**src/rtl/score_text_writer_if.sv**
```systemverilog
// Character RAM write port: address, glyph, active-low strobe and busy flag,
// grouped so the score writer and the text screen share one bundle.
interface score_text_writer_if;
    logic [11:0] oCharAddr;
    logic [7:0]  oCharData;
    logic        oChar_nWr;
    logic        oBusy;

    modport master (
        output oCharAddr,
        output oCharData,
        output oChar_nWr,
        output oBusy
    );

    modport slave (
        input oCharAddr,
        input oCharData,
        input oChar_nWr,
        input oBusy
    );
endinterface

```
**src/rtl/score_text_writer.sv**
```systemverilog
// Score glyph writer: snapshots scores/wins on change or restart and issues a
// four-character setup/strobe/hold write burst into the text-screen RAM.
module score_text_writer #(
    parameter logic [11:0] P1_ADDR = 12'h05B,
    parameter logic [11:0] P2_ADDR = 12'h06A
) (
    input  logic                        iVGA_CLK,
    input  logic                        iRST_n,
    input  logic                        start_n,
    input  logic [4:0]                  p1Score,
    input  logic [4:0]                  p2Score,
    input  logic                        p1Wins,
    input  logic                        p2Wins,
    score_text_writer_if.master         charBus
);

    typedef enum logic [2:0] {
        IDLE   = 3'd0,
        SNAP   = 3'd1,
        SETUP  = 3'd2,
        STROBE = 3'd3,
        HOLD   = 3'd4,
        DONE   = 3'd5
    } state_t;

    state_t      state_r;
    logic [11:0] charAddr_r;
    logic [7:0]  charData_r;
    logic        charNwr_r;
    logic        busy_r;
    logic [4:0]  shadowP1_r;
    logic [4:0]  shadowP2_r;
    logic        shadowW1_r;
    logic        shadowW2_r;
    logic [4:0]  snapP1_r;
    logic [4:0]  snapP2_r;
    logic        snapW1_r;
    logic        snapW2_r;
    logic        refresh_r;
    logic [1:0]  idx_r;
    logic [1:0]  nextIdx_s;
    logic        trigger_s;

    // Tens digit by compare-and-subtract; a win replaces the score with "W ".
    function automatic logic [7:0] glyphCode(input logic [4:0] score,
                                             input logic       win,
                                             input logic       onesDigit);
        logic [7:0] tens;
        logic [4:0] rem;
        if (score >= 5'd30) begin
            tens = 8'h33;
            rem  = score - 5'd30;
        end else if (score >= 5'd20) begin
            tens = 8'h32;
            rem  = score - 5'd20;
        end else if (score >= 5'd10) begin
            tens = 8'h31;
            rem  = score - 5'd10;
        end else begin
            tens = 8'h20;
            rem  = score;
        end
        if (win) begin
            glyphCode = onesDigit ? 8'h20 : 8'h57;
        end else begin
            glyphCode = onesDigit ? (8'h30 + {3'b000, rem}) : tens;
        end
    endfunction

    function automatic logic [7:0] charFor(input logic [1:0] idx,
                                           input logic [4:0] s1, input logic [4:0] s2,
                                           input logic w1, input logic w2);
        case (idx)
            2'd0:    charFor = glyphCode(s1, w1, 1'b0);
            2'd1:    charFor = glyphCode(s1, w1, 1'b1);
            2'd2:    charFor = glyphCode(s2, w2, 1'b0);
            2'd3:    charFor = glyphCode(s2, w2, 1'b1);
            default: charFor = 8'h20;
        endcase
    endfunction

    function automatic logic [11:0] addrFor(input logic [1:0] idx);
        case (idx)
            2'd0:    addrFor = P1_ADDR;
            2'd1:    addrFor = P1_ADDR + 12'd1;
            2'd2:    addrFor = P2_ADDR;
            2'd3:    addrFor = P2_ADDR + 12'd1;
            default: addrFor = P1_ADDR;
        endcase
    endfunction

    assign nextIdx_s = idx_r + 2'd1;
    assign trigger_s = refresh_r
                     || (p1Score != shadowP1_r) || (p2Score != shadowP2_r)
                     || (p1Wins  != shadowW1_r) || (p2Wins  != shadowW2_r);

    // Burst sequencer with registered write-port outputs.
    always_ff @(posedge iVGA_CLK) begin
        if (!iRST_n) begin
            state_r    <= IDLE;
            charAddr_r <= 12'h000;
            charData_r <= 8'h00;
            charNwr_r  <= 1'b1;
            busy_r     <= 1'b0;
            shadowP1_r <= 5'd0;
            shadowP2_r <= 5'd0;
            shadowW1_r <= 1'b0;
            shadowW2_r <= 1'b0;
            snapP1_r   <= 5'd0;
            snapP2_r   <= 5'd0;
            snapW1_r   <= 1'b0;
            snapW2_r   <= 1'b0;
            refresh_r  <= 1'b1;
            idx_r      <= 2'd0;
        end else begin
            case (state_r)
                IDLE: begin
                    if (trigger_s) begin
                        state_r <= SNAP;
                        busy_r  <= 1'b1;
                    end else begin
                        state_r <= IDLE;
                    end
                end
                SNAP: begin
                    snapP1_r   <= p1Score;
                    snapP2_r   <= p2Score;
                    snapW1_r   <= p1Wins;
                    snapW2_r   <= p2Wins;
                    refresh_r  <= 1'b0;
                    idx_r      <= 2'd0;
                    // Char 0 is driven straight from the inputs being captured.
                    charAddr_r <= addrFor(2'd0);
                    charData_r <= charFor(2'd0, p1Score, p2Score, p1Wins, p2Wins);
                    state_r    <= SETUP;
                end
                SETUP: begin
                    charNwr_r <= 1'b0;
                    state_r   <= STROBE;
                end
                STROBE: begin
                    charNwr_r <= 1'b1;
                    state_r   <= HOLD;
                end
                HOLD: begin
                    if (idx_r != 2'd3) begin
                        idx_r      <= nextIdx_s;
                        charAddr_r <= addrFor(nextIdx_s);
                        charData_r <= charFor(nextIdx_s, snapP1_r, snapP2_r, snapW1_r, snapW2_r);
                        state_r    <= SETUP;
                    end else begin
                        state_r <= DONE;
                    end
                end
                DONE: begin
                    shadowP1_r <= snapP1_r;
                    shadowP2_r <= snapP2_r;
                    shadowW1_r <= snapW1_r;
                    shadowW2_r <= snapW2_r;
                    busy_r     <= 1'b0;
                    state_r    <= IDLE;
                end
                default: begin
                    charNwr_r <= 1'b1;
                    busy_r    <= 1'b0;
                    state_r   <= IDLE;
                end
            endcase
            // Restart request outranks the clear in SNAP so a held start_n re-runs.
            if (!start_n) begin
                refresh_r <= 1'b1;
            end else begin
                refresh_r <= (state_r == SNAP) ? 1'b0 : refresh_r;
            end
        end
    end

    assign charBus.oCharAddr = charAddr_r;
    assign charBus.oCharData = charData_r;
    assign charBus.oChar_nWr = charNwr_r;
    assign charBus.oBusy     = busy_r;

endmodule

```
**src/flat_wrapper.sv**
```systemverilog
// flat-port wrapper written by rule: the top's interface ports become plain ports
module score_text_writer_flat 
#(
    parameter logic [11:0] P1_ADDR = 12'h05B,
    parameter logic [11:0] P2_ADDR = 12'h06A
)
  (iVGA_CLK, iRST_n, start_n, p1Score, p2Score, p1Wins, p2Wins, charBus_oCharAddr, charBus_oCharData, charBus_oChar_nWr, charBus_oBusy);
  score_text_writer_if charBus_i ();
  input  logic iVGA_CLK;
  input  logic iRST_n;
  input  logic start_n;
  input  logic [4:0] p1Score;
  input  logic [4:0] p2Score;
  input  logic p1Wins;
  input  logic p2Wins;
  output wire logic [$bits(charBus_i.oCharAddr)-1:0] charBus_oCharAddr;
  output wire logic [$bits(charBus_i.oCharData)-1:0] charBus_oCharData;
  output wire logic [$bits(charBus_i.oChar_nWr)-1:0] charBus_oChar_nWr;
  output wire logic [$bits(charBus_i.oBusy)-1:0] charBus_oBusy;
  assign charBus_oCharAddr = charBus_i.oCharAddr;
  assign charBus_oCharData = charBus_i.oCharData;
  assign charBus_oChar_nWr = charBus_i.oChar_nWr;
  assign charBus_oBusy = charBus_i.oBusy;
  score_text_writer #(.P1_ADDR(P1_ADDR), .P2_ADDR(P2_ADDR)) u_core (.iVGA_CLK(iVGA_CLK), .iRST_n(iRST_n), .start_n(start_n), .p1Score(p1Score), .p2Score(p2Score), .p1Wins(p1Wins), .p2Wins(p2Wins), .charBus(charBus_i));
endmodule
```
**config.mk**
```make
export PLATFORM = sky130hd
export DESIGN_NAME = score_text_writer_flat
export DESIGN_NICKNAME = d
export VERILOG_FILES = /design/src/rtl/score_text_writer_if.sv /design/src/rtl/score_text_writer.sv /design/src/flat_wrapper.sv
export SDC_FILE = /design/constraint.sdc
export NUM_CORES = 1
export LEC_CHECK = 0
export CORE_UTILIZATION = 30
export CTS_CLUSTER_DIAMETER = 120
export CTS_CLUSTER_SIZE = 30
export DETAILED_ROUTE_END_ITERATION = 10
export PLACE_DENSITY_LB_ADDON = 0.08
export SETUP_SLACK_MARGIN = 0.3
export SYNTH_ARGS = -nofsm -noshare
export SYNTH_HDL_FRONTEND = slang
export SYNTH_SLANG_ARGS = --single-unit
```
**constraint.sdc**
```tcl
create_clock -name iVGA_CLK -period 4.6 [get_ports iVGA_CLK]
set_input_delay 0.92 -clock iVGA_CLK [delete_from_list [all_inputs] [get_ports iVGA_CLK]]
set_output_delay 0.92 -clock iVGA_CLK [all_outputs]
set_load 0.005 [all_outputs]
```
# After elaboration in Yosys (flattened, before gate mapping)
# Cells that the tools add are included.
[totals]
in_bits = 15
out_inout_bits = 22
ff_bits = 52
elab_cells = 103
[classes]
addsub = 9
bitwise = 1
magnitude_cmp = 9
n_eq_ne = 15
reduce_logical = 12
mux = 42
[ops]
columns = ["op", "count"]
rows = [
  ["two-way mux 8 bit", 12],
  ["two-way mux 5 bit", 17],
  ["case mux 12 bit (4 select lines)", 1],
  ["case mux 8 bit (4 select lines)", 1],
  ["greater-or-equal comparator 5 bit, second input constant", 6],
  ["case mux 12 bit (2 select lines)", 1],
  ["subtractor 5 bit, second input constant", 4],
  ["case mux 8 bit (2 select lines)", 1],
  ["greater-or-equal comparator 5 x 4 -> 1 bit, second input constant", 3],
  ["case mux 3 bit (5 select lines)", 1],
  ["adder 6 x 5 -> 7 bit, first input constant", 2],
  ["two-way mux 12 bit", 1],
  ["!= test 5 bit", 2],
  ["subtractor 5 x 4 -> 5 bit, second input constant", 2],
  ["OR reduction 4 bit", 2],
  ["== test 3 x 2 -> 1 bit, second input constant", 2],
  ["== test 3 bit, second input constant", 2],
  ["AND reduction 2 bit", 3],
  ["== test 2 bit, second input constant", 2],
  ["logical OR 1 bit", 4],
  ["!= test 2 x 1 -> 1 bit, second input constant", 2],
  ["case mux 1 bit (2 select lines)", 2],
  ["case mux 2 bit (2 select lines)", 1],
  ["== test 3 x 1 -> 1 bit, second input constant", 1],
  ["11 further kinds", 13],
]

# Depth between registers and ports, before layout
# Gate-level depths: netlist (run 1).
[depth]
ltp_word = 13
ltp_mapped = 8
ltp_nobuf = 7

# Least setup slack after synthesis (run 1)
# OpenSTA, ideal clock, no wires.
[synth_timing]
path_kind = "register -> register"
start = "reg u_core.snapP2_r[3]"
end = "reg u_core.charData_r[6], in the netlist u_core.charBus.oCharData[6]"
n_path_buf = 1
arrival_time_ns = 1.840
required_time_ns = 4.478
synth_period_minus_slack_ns = 1.962
setup_ns = 0.122
path_stages_with_launch = 9
slack_ns = 2.638
path_cell_list = "dfxtp_1 -> buf_6 -> inv_1 -> ha_1 -> nor3b_4 -> o311a_1 -> a211o_1 -> a221oi_2 -> a21oi_1"
[synth_between]
elab_chain_cells = 13
word_cells_on_any_way = 20
cone_classes = "add/sub: 4; order compare: 3; mux: 13"
[synth_rtl]
columns = ["element", "line", "rtl"]
rows = [
  ["from (decl)", "score_text_writer.sv:36", "logic [4:0] snapP2_r;"],
  ["from (signal assigned)", "score_text_writer.sv:127", "snapP2_r <= p2Score;"],
  ["subtractor 5 x 4 -> 5 bit / greater-or-equal comparator 5 x 4 -> 1 bit (equally long branches)", "-", ""],
  ["two-way mux 5 bit", "score_text_writer.sv:56", "end else if (score >= 5'd10) begin"],
  ["two-way mux 5 bit (2 in series)", "-", ""],
  ["two-way mux 5 bit", "score_text_writer.sv:73", "case (idx)"],
  ["two-way mux 5 bit", "score_text_writer.sv:146", "if (idx_r != 2'd3) begin"],
  ["two-way mux 5 bit", "score_text_writer.sv:116", "case (state_r)"],
  ["two-way mux 5 bit", "score_text_writer.sv:99", "if (!iRST_n) begin"],
  ["adder 6 x 5 -> 7 bit", "score_text_writer.sv:66", "glyphCode = onesDigit ? (8'h30 + {3'b000, rem}) : tens;"],
  ["two-way mux 8 bit", "score_text_writer.sv:63", "if (win) begin"],
  ["case mux 8 bit (4 select lines) *", "score_text_writer.sv:73", ""],
  ["two-way mux 8 bit *", "score_text_writer.sv:146", ""],
  ["case mux 8 bit (2 select lines) *", "score_text_writer.sv:116", ""],
  ["to (signal assigned)", "score_text_writer.sv:134", "charData_r <= charFor(2'd0, p1Score, p2Score, p1Wins, p2Wins);"],
  ["to (signal assigned)", "score_text_writer.sv:149", "charData_r <= charFor(nextIdx_s, snapP1_r, snapP2_r, snapW1_r, snapW2_r);"],
  ["to (decl)", "score_text_writer.sv:28", "logic [7:0] charData_r;"],
]
# Every way passes the cells marked *; elsewhere a longest branch is shown, timed or not. The select of a mux whose other input is x is not followed.
# A chain may end at the register's enable or synchronous reset.

==> summary.md, run 1 <==
| Metric | Value |
|---|---|
| Slew HR | roughly 50% |
| Highest Clock Rate | 391 MHz |
| Die Wd | 98.8 um |
| Synth top area cells | dfxtp_1, ha_1, a21oi_1 |
| CTS clk-pin slew, worst paths | roughly 90 ps |
| # H-tree levels | 2 |
| Final instance area | approximately 0.0032 mm^2 |
| TritonRoute pass-1 iters | 4 |
| Routed wire length | 7900 um |
| CTS resizes | 0 |
| Main combinational cell family by area after synthesis | simple AND/OR/NAND/NOR gates |
| FFs w/ async S/R, synth | 0% |
| Routed len/inst | 16.2 um |
| Hold Fails Final Rpt | 0 |
| Cells after synthesis | 360 |
| Die Span Y | just under 100 um |
| XOR/XNOR Fraction of Synth Area | 4.05% |
| Area delta synth->final | 14.9% |
| Most numerous cell in the Yosys netlist | nand2_1 |
| Syn Area/Cell | around 8 um^2 |
| IO Pins | 37 |
| Initial Utilization | about a third |
| Unrepaired setup endpoints after global routing | no |
| Initial antenna violation count | 0 |
| Number of max-cap violations | 0 |
| Fin crit share | between 50% and 60% |
| Compound-Gate Fraction of Synth Area | a little under a quarter |
| Clock Latency Late Sink | 300 ps |
| DR vias | ~2,500 |
| Simple-Gate Fraction of Synth Area | between 20% and 30% |
| Port bufs | 30 |
| Clock Skew | between 9 and 10 ps |
| Layout net count | a little over 400 |
| Status | finished, final reports clean |
| CTS buffer count | 5 |
| FF-to-FF Start | u_core.snapP2_r[3]$_SDFFE_PN0P_ |
| Mux cell area share after synthesis | between 1.5 and 2% |
| Slew Viols, Final | 0 |
| Synth Flop Type | dfxtp_1 |
| Filler cells | about 1,000 |
| Hold_sp | u_core.charBus.oCharAddr[2]$_SDFFE_PN0P_ |
| CTS Hold Bufs | 0 |
| # rows | 34 |
| Worst slew pin tran | ~750 ps |
| Num Clock Sinks | 44 |
| Total Die Area | just under 0.01 mm^2 |
| Count of flip-flops with a built-in enable after synthesis | 0 |
| Pwr dens | about 450 mW/mm^2 |
| Initial drt markers | 131 |
| Vias in the first global route | ~2,500 |
| Fin Setup TNS | 0 ps |
| FF+latch count, synth | 44 |
| Synth cell types | 57 |
| Placed instance area | about 0.0031 mm^2 |
| Post-synth top area share | 31.3% |
| YS warnings | 0 |
| Pin count of the biggest net entering global routing | 26 |
| Crit path time final | approximately 2600 ps |
| VDD IR max | approximately 0.17 mV |
| CP max FO | 25 |
| Post-synthesis sequential area ratio | a little under a third |
| Synth cell count leaders | nand2_1, dfxtp_1, a21oi_1 |
| GRT Total Usage | 17.2% |
| Worst EP required | 4800 ps |
| CP Launch Type | input pin |
| Hold path cells | 2 |
| Terminus of the critical flop-to-flop path | u_core.charBus.oCharData[6]$_SDFFE_PN0P_ |
| Synth area leader | dfxtp_1 |
| Ant diodes | 0 |
| Via density per instance | just over 5 |
| CTS tree | built |
| Final GP Congestion | roughly 0.86 |
| DPL Wire Length | about 5900 um |
| Setup repair bufs after CTS | 0 |
| Synthesized-area fraction occupied by adder cells | about 8.4% |
| CP Capture Type | flip-flop |
| Layout cells sized above 1 | about 4.5% |
| Pleak | about 1.3 nW |
| Reg2Reg Setup Slack | about 2300 ps |
| WS Path Type | input pin to flip-flop |
| Core area | a little under 0.009 mm^2 |
| Clk buf depth | 2 |
| Global route total overflow | 0 |
| Cell area after synthesis | 0.00281 mm^2 |
| Hold path endpoint | u_core.charBus.oCharAddr[2]$_SDFFE_PN0P_ |
| First-pass GRT wire length | 13,200 um |
| Drt drc | 0 |
| FF-to-FF path depth | 7 |
| Remaining antenna violation count | 0 |
| CTS Root Cell | clkbuf_8 |
| Finish-stage setup viols | 0 |
| Worst hold path type | flip-flop to flip-flop |
| WP data arrival | 2760 ps |
-- final cells by class --
cell class	instances	area, um^2	share of cell area [%]
clock buffer	7	76.3	2.36
clock inverter	1	8.76	0.271
inverter	16	60.1	1.86
multi-input combinational	280	1760	54.3
sequential	44	881	27.3
tap	108	135	4.18
timing repair buffer	32	315	9.76
-- per-stage QoR --
step                instances  hold slack (ps)  setup WS (ps)  power, mW  utilization [%]
floorplan                 365              439           2640      0.988                -
global placement          480              462           1740       1.23             35.4
detailed placement        480              455           1680       1.23             35.4
CTS                       488              469           2020       1.48             36.3
global route              488              496           1940       1.58             36.3
finish                    488              465           2040       1.46             36.3
-- kinds of logic after synthesis --
group	Yosys count
compound gates	97
xor+xnor	13
fa+ha+maj	19
buf+inv	41
flops	44
mux	5
other cells	1
simple gates	140
-- sequential cells by signal, indices dropped and copies added, names as in the netlist --
signal and flops:
u_core.idx_r 2, u_core.snapW1_r 1, u_core.snapP2_r 5, u_core.charBus.oBusy 1, u_core.charBus.oChar_nWr 1, u_core.shadowP2_r 5, u_core.refresh_r 1, u_core.charBus.oCharData 7
u_core.snapP1_r 5, u_core.shadowP1_r 5, u_core.shadowW2_r 1, u_core.snapW2_r 1, u_core.shadowW1_r 1, u_core.state_r 3, u_core.charBus.oCharAddr 5
-- worst max-delay path by stage --
stage / from / end / slack, ps
6_report: iRST_n / u_core.charBus.oCharData[5]$_SDFFE_PN0P_ / 2040
5_1_grt: iRST_n / u_core.charBus.oCharData[5]$_SDFFE_PN0P_ / 1940
2_1_floorplan: u_core.snapP2_r[3]$_SDFFE_PN0P_ / u_core.charBus.oCharData[6]$_SDFFE_PN0P_ / 2640
3_5_place_dp: iRST_n / u_core.charBus.oCharData[5]$_SDFFE_PN0P_ / 1680
4_1_cts: iRST_n / u_core.charBus.oCharData[5]$_SDFFE_PN0P_ / 2020
3_3_place_gp: iRST_n / u_core.charBus.oCharData[5]$_SDFFE_PN0P_ / 1740
-- cells in the final DEF, fill, tap and decap left out, types with 9 or more instances in the layout --
cell type,synthesis,layout
nand2_1,46,46
o21ai_0,12,12
xor2_1,12,12
ha_1,18,18
nor2_1,30,30
inv_1,15,15
nor2b_1,11,11
clkdlybuf4s50_1,0,30
a21oi_1,41,41
dfxtp_1,44,44
nand2b_1,10,10
nor3_1,10,10
nand3_1,9,9
-- power breakdown --
part	switching (mW)	internal, mW	leakage [nW]
Clock	0.136	0.109	0.0424
Sequential	0.126	0.461	0.358
Combinational	0.340	0.290	0.896
-- layer usage --
layer / vias up / wire, um / global-route usage [%]
li1: 1283 / - / -
met3: 8 / 281 / 2.77
met5: - / 0 / 0
met1: 1164 / 4060 / 24.2
met2: 52 / 3470 / 27.4
met4: 0 / 92 / 4.13
-- critical path: stages --
cell	delay (ps)
clkdlybuf4s50_1	390
buf_4	220
inv_1	580
nor3_1	150
and2_1	200
a221o_1	300
No activity file was read; power rests on OpenSTA's default activity.
==> inputs of run 2 (changes only) <==
- clock period: 4.6 -> 2.29 ns (I/O delays scaled with it)
==> run 2 against run 1 <==
Global-route usage is essentially flat. First-iteration DRC count shrank 9.2%. Count of clock-buffer cells in the layout shrank 2. Routed wire length grew 1.7%. Via count grew 1.8%. Power grew 120%. Final cell count grew 3.5%. Hold slack lost 3.6 ps. Utilization grew 2.1 points. Clock skew is essentially flat. Non-clock buffer count grew 17.
==> summary.md, run 2 (same netlist as run 1, synthesis figures left out) <==
| Metric | Value |
|---|---|
| Clk buf depth | 2 |
| Max FFs per register | 7 |
| Slew Viols, Final | 0 |
| Worst EP required | 2500 ps |
| Finish-stage setup viols | 0 |
| CTS clk-pin slew, worst paths | about 90 ps |
| CTS Root Cell | clkbuf_8 |
| Slowest stage delay, CP | roughly 340 ps |
| Vias in the first global route | 2,451 |
| IO Pins | 37 |
| Initial antenna violation count | 0 |
| WS Path Type | flip-flop to flip-flop |
| Initial Utilization | 31.6% |
| VDD IR max | 0.325 mV |
| Final GP Congestion | between 0.8 and 0.9 |
| Via density per instance | between 5 and 6 |
| Remaining antenna violation count | 0 |
| Num Clock Sinks | 44 |
| CTS buffer count | 5 |
| Unrepaired setup endpoints after global routing | yes |
| Placed instance area | 0.00327 mm^2 |
| CP max stage cell | dfxtp_2 |
| GRT Total Usage | ~17% |
| Fin Setup TNS | 0 ps |
| Layout net count | ~430 |
| Reg2Reg Setup Slack | 390 ps |
| CP max FO | 6 |
| Highest Clock Rate | about 530 MHz |
| Pwr dens | about 930 mW/mm^2 |
| Hold Fails Final Rpt | 0 |
| Total Die Area | about 0.0098 mm^2 |
| CP Capture Type | flip-flop |
| Port bufs | 30 |
| Pin count of the biggest net entering global routing | 25 |
| First-pass GRT wire length | 13,200 um |
| Routed wire length | approximately 8000 um |
| WP data arrival | around 2100 ps |
| Worst hold path type | flip-flop to flip-flop |
| DPL Wire Length | 6130 um |
| Clock Latency Late Sink | ~300 ps |
| # rows | 34 |
| CP Launch Type | flip-flop |
| Area delta synth->final | 21.6% |
| TritonRoute pass-1 iters | 4 |
| Fin crit share | 82.8% |
| Drt drc | 0 |
| Final instance area | 0.00342 mm^2 |
| Filler cells | roughly 940 |
| Ant diodes | 0 |
| CTS Hold Bufs | 0 |
| Leading cell type in the layout, fill and taps excluded | nand2_1 |
| Pleak | approximately 1.4 nW |
| Crit path time final | roughly 1900 ps |
| Global route total overflow | 0 |
| CTS tree | built |
| Initial drt markers | 119 |
| Die Wd | roughly 100 um |
| Setup repair bufs after CTS | 0 |
| Most frequent cells in the layout | nand2_1, a21oi_1, dfxtp_1 |
| Die Span Y | 98.8 um |
| Status | finished, final reports clean |
| Util after Layout | between 30 and 40% |
| Layout cells sized above 1 | approximately 12% |
| DR vias | ~2,600 |
| Number of max-cap violations | 0 |
| Core area | just under 0.009 mm^2 |
| Routed len/inst | 15.9 um |
| CP cell instances | buf_4 > ha_1 > nor3b_4 > nor2_2 > or3_1 > a311o_1 > a311oi_1 |
| # H-tree levels | 2 |
| Clock Skew | between 9 and 10 ps |
==> run 2: worst paths after layout <==
path	startpoint	cells after the start	to
max	u_core.snapP2_r[2]$_SDFFE_PN0P_	7	u_core.charBus.oCharData[3]$_SDFFE_PN0P_
min reg2reg	u_core.charBus.oBusy$_SDFFE_PN0P_	2	u_core.charBus.oBusy$_SDFFE_PN0P_
max reg2reg	u_core.snapP2_r[2]$_SDFFE_PN0P_	7	u_core.charBus.oCharData[3]$_SDFFE_PN0P_
min	u_core.charBus.oBusy$_SDFFE_PN0P_	2	u_core.charBus.oBusy$_SDFFE_PN0P_
==> run 2: worst max-delay path, delay by kind of cell, from the launching register on <==
family | cells | cell delay, ps
simple gates | 3 | 650
compound gates | 2 | 540
flops | 1 | 340
fa+ha+maj | 1 | 150
buf+inv | 1 | 140
==> run 2: what timing repair did <==
| action | in CTS | in global routing |
|---|---|---|
| endpoints found under the setup margin | 5 | 6 |
| gates resized for setup | 4 | 11 |
| cloned | 0 | 0 |
| pin swaps | 0 | 4 |
==> run 2: final cells by class <==
cell class	count	area, um^2	area share (%)
clock inverters	3	42.5	1.24
multi-input cells	280	1780	52.0
flip-flops and latches	44	892	26.1
inverters	16	60.1	1.76
well taps	108	135	3.95
clock buffers	5	68.8	2.01
repair buffers	49	443	12.9
==> run 2: power breakdown <==
group	switching (mW)	internal (mW)	total, mW	leakage, nW
registers	0.214	0.932	1.15	0.361
clock network	0.282	0.323	0.605	0.0541
logic	0.759	0.666	1.43	0.980
==> run 2: routing by layer <==
layer	vias to the layer above	global-route usage, %	part of all wire, %
li1	1314	-	-
met1	1189	25.7	53
met2	44	26.3	43
met3	5	2.48	3.0
met4	0	3.33	0.71
met5	-	0	0
==> run 2: stage by stage <==
step | setup slack (ps) | power [mW] | cells | hold slack [ps]
3_3_place_gp | 135 | 2.57 | 497 | 456
3_5_place_dp | 186 | 2.56 | 497 | 450
4_1_cts | 309 | 3.18 | 505 | 463
6_report | 394 | 3.18 | 505 | 461
5_1_grt | 287 | 3.45 | 505 | 498
2_1_floorplan | 328 | 1.98 | 365 | 439
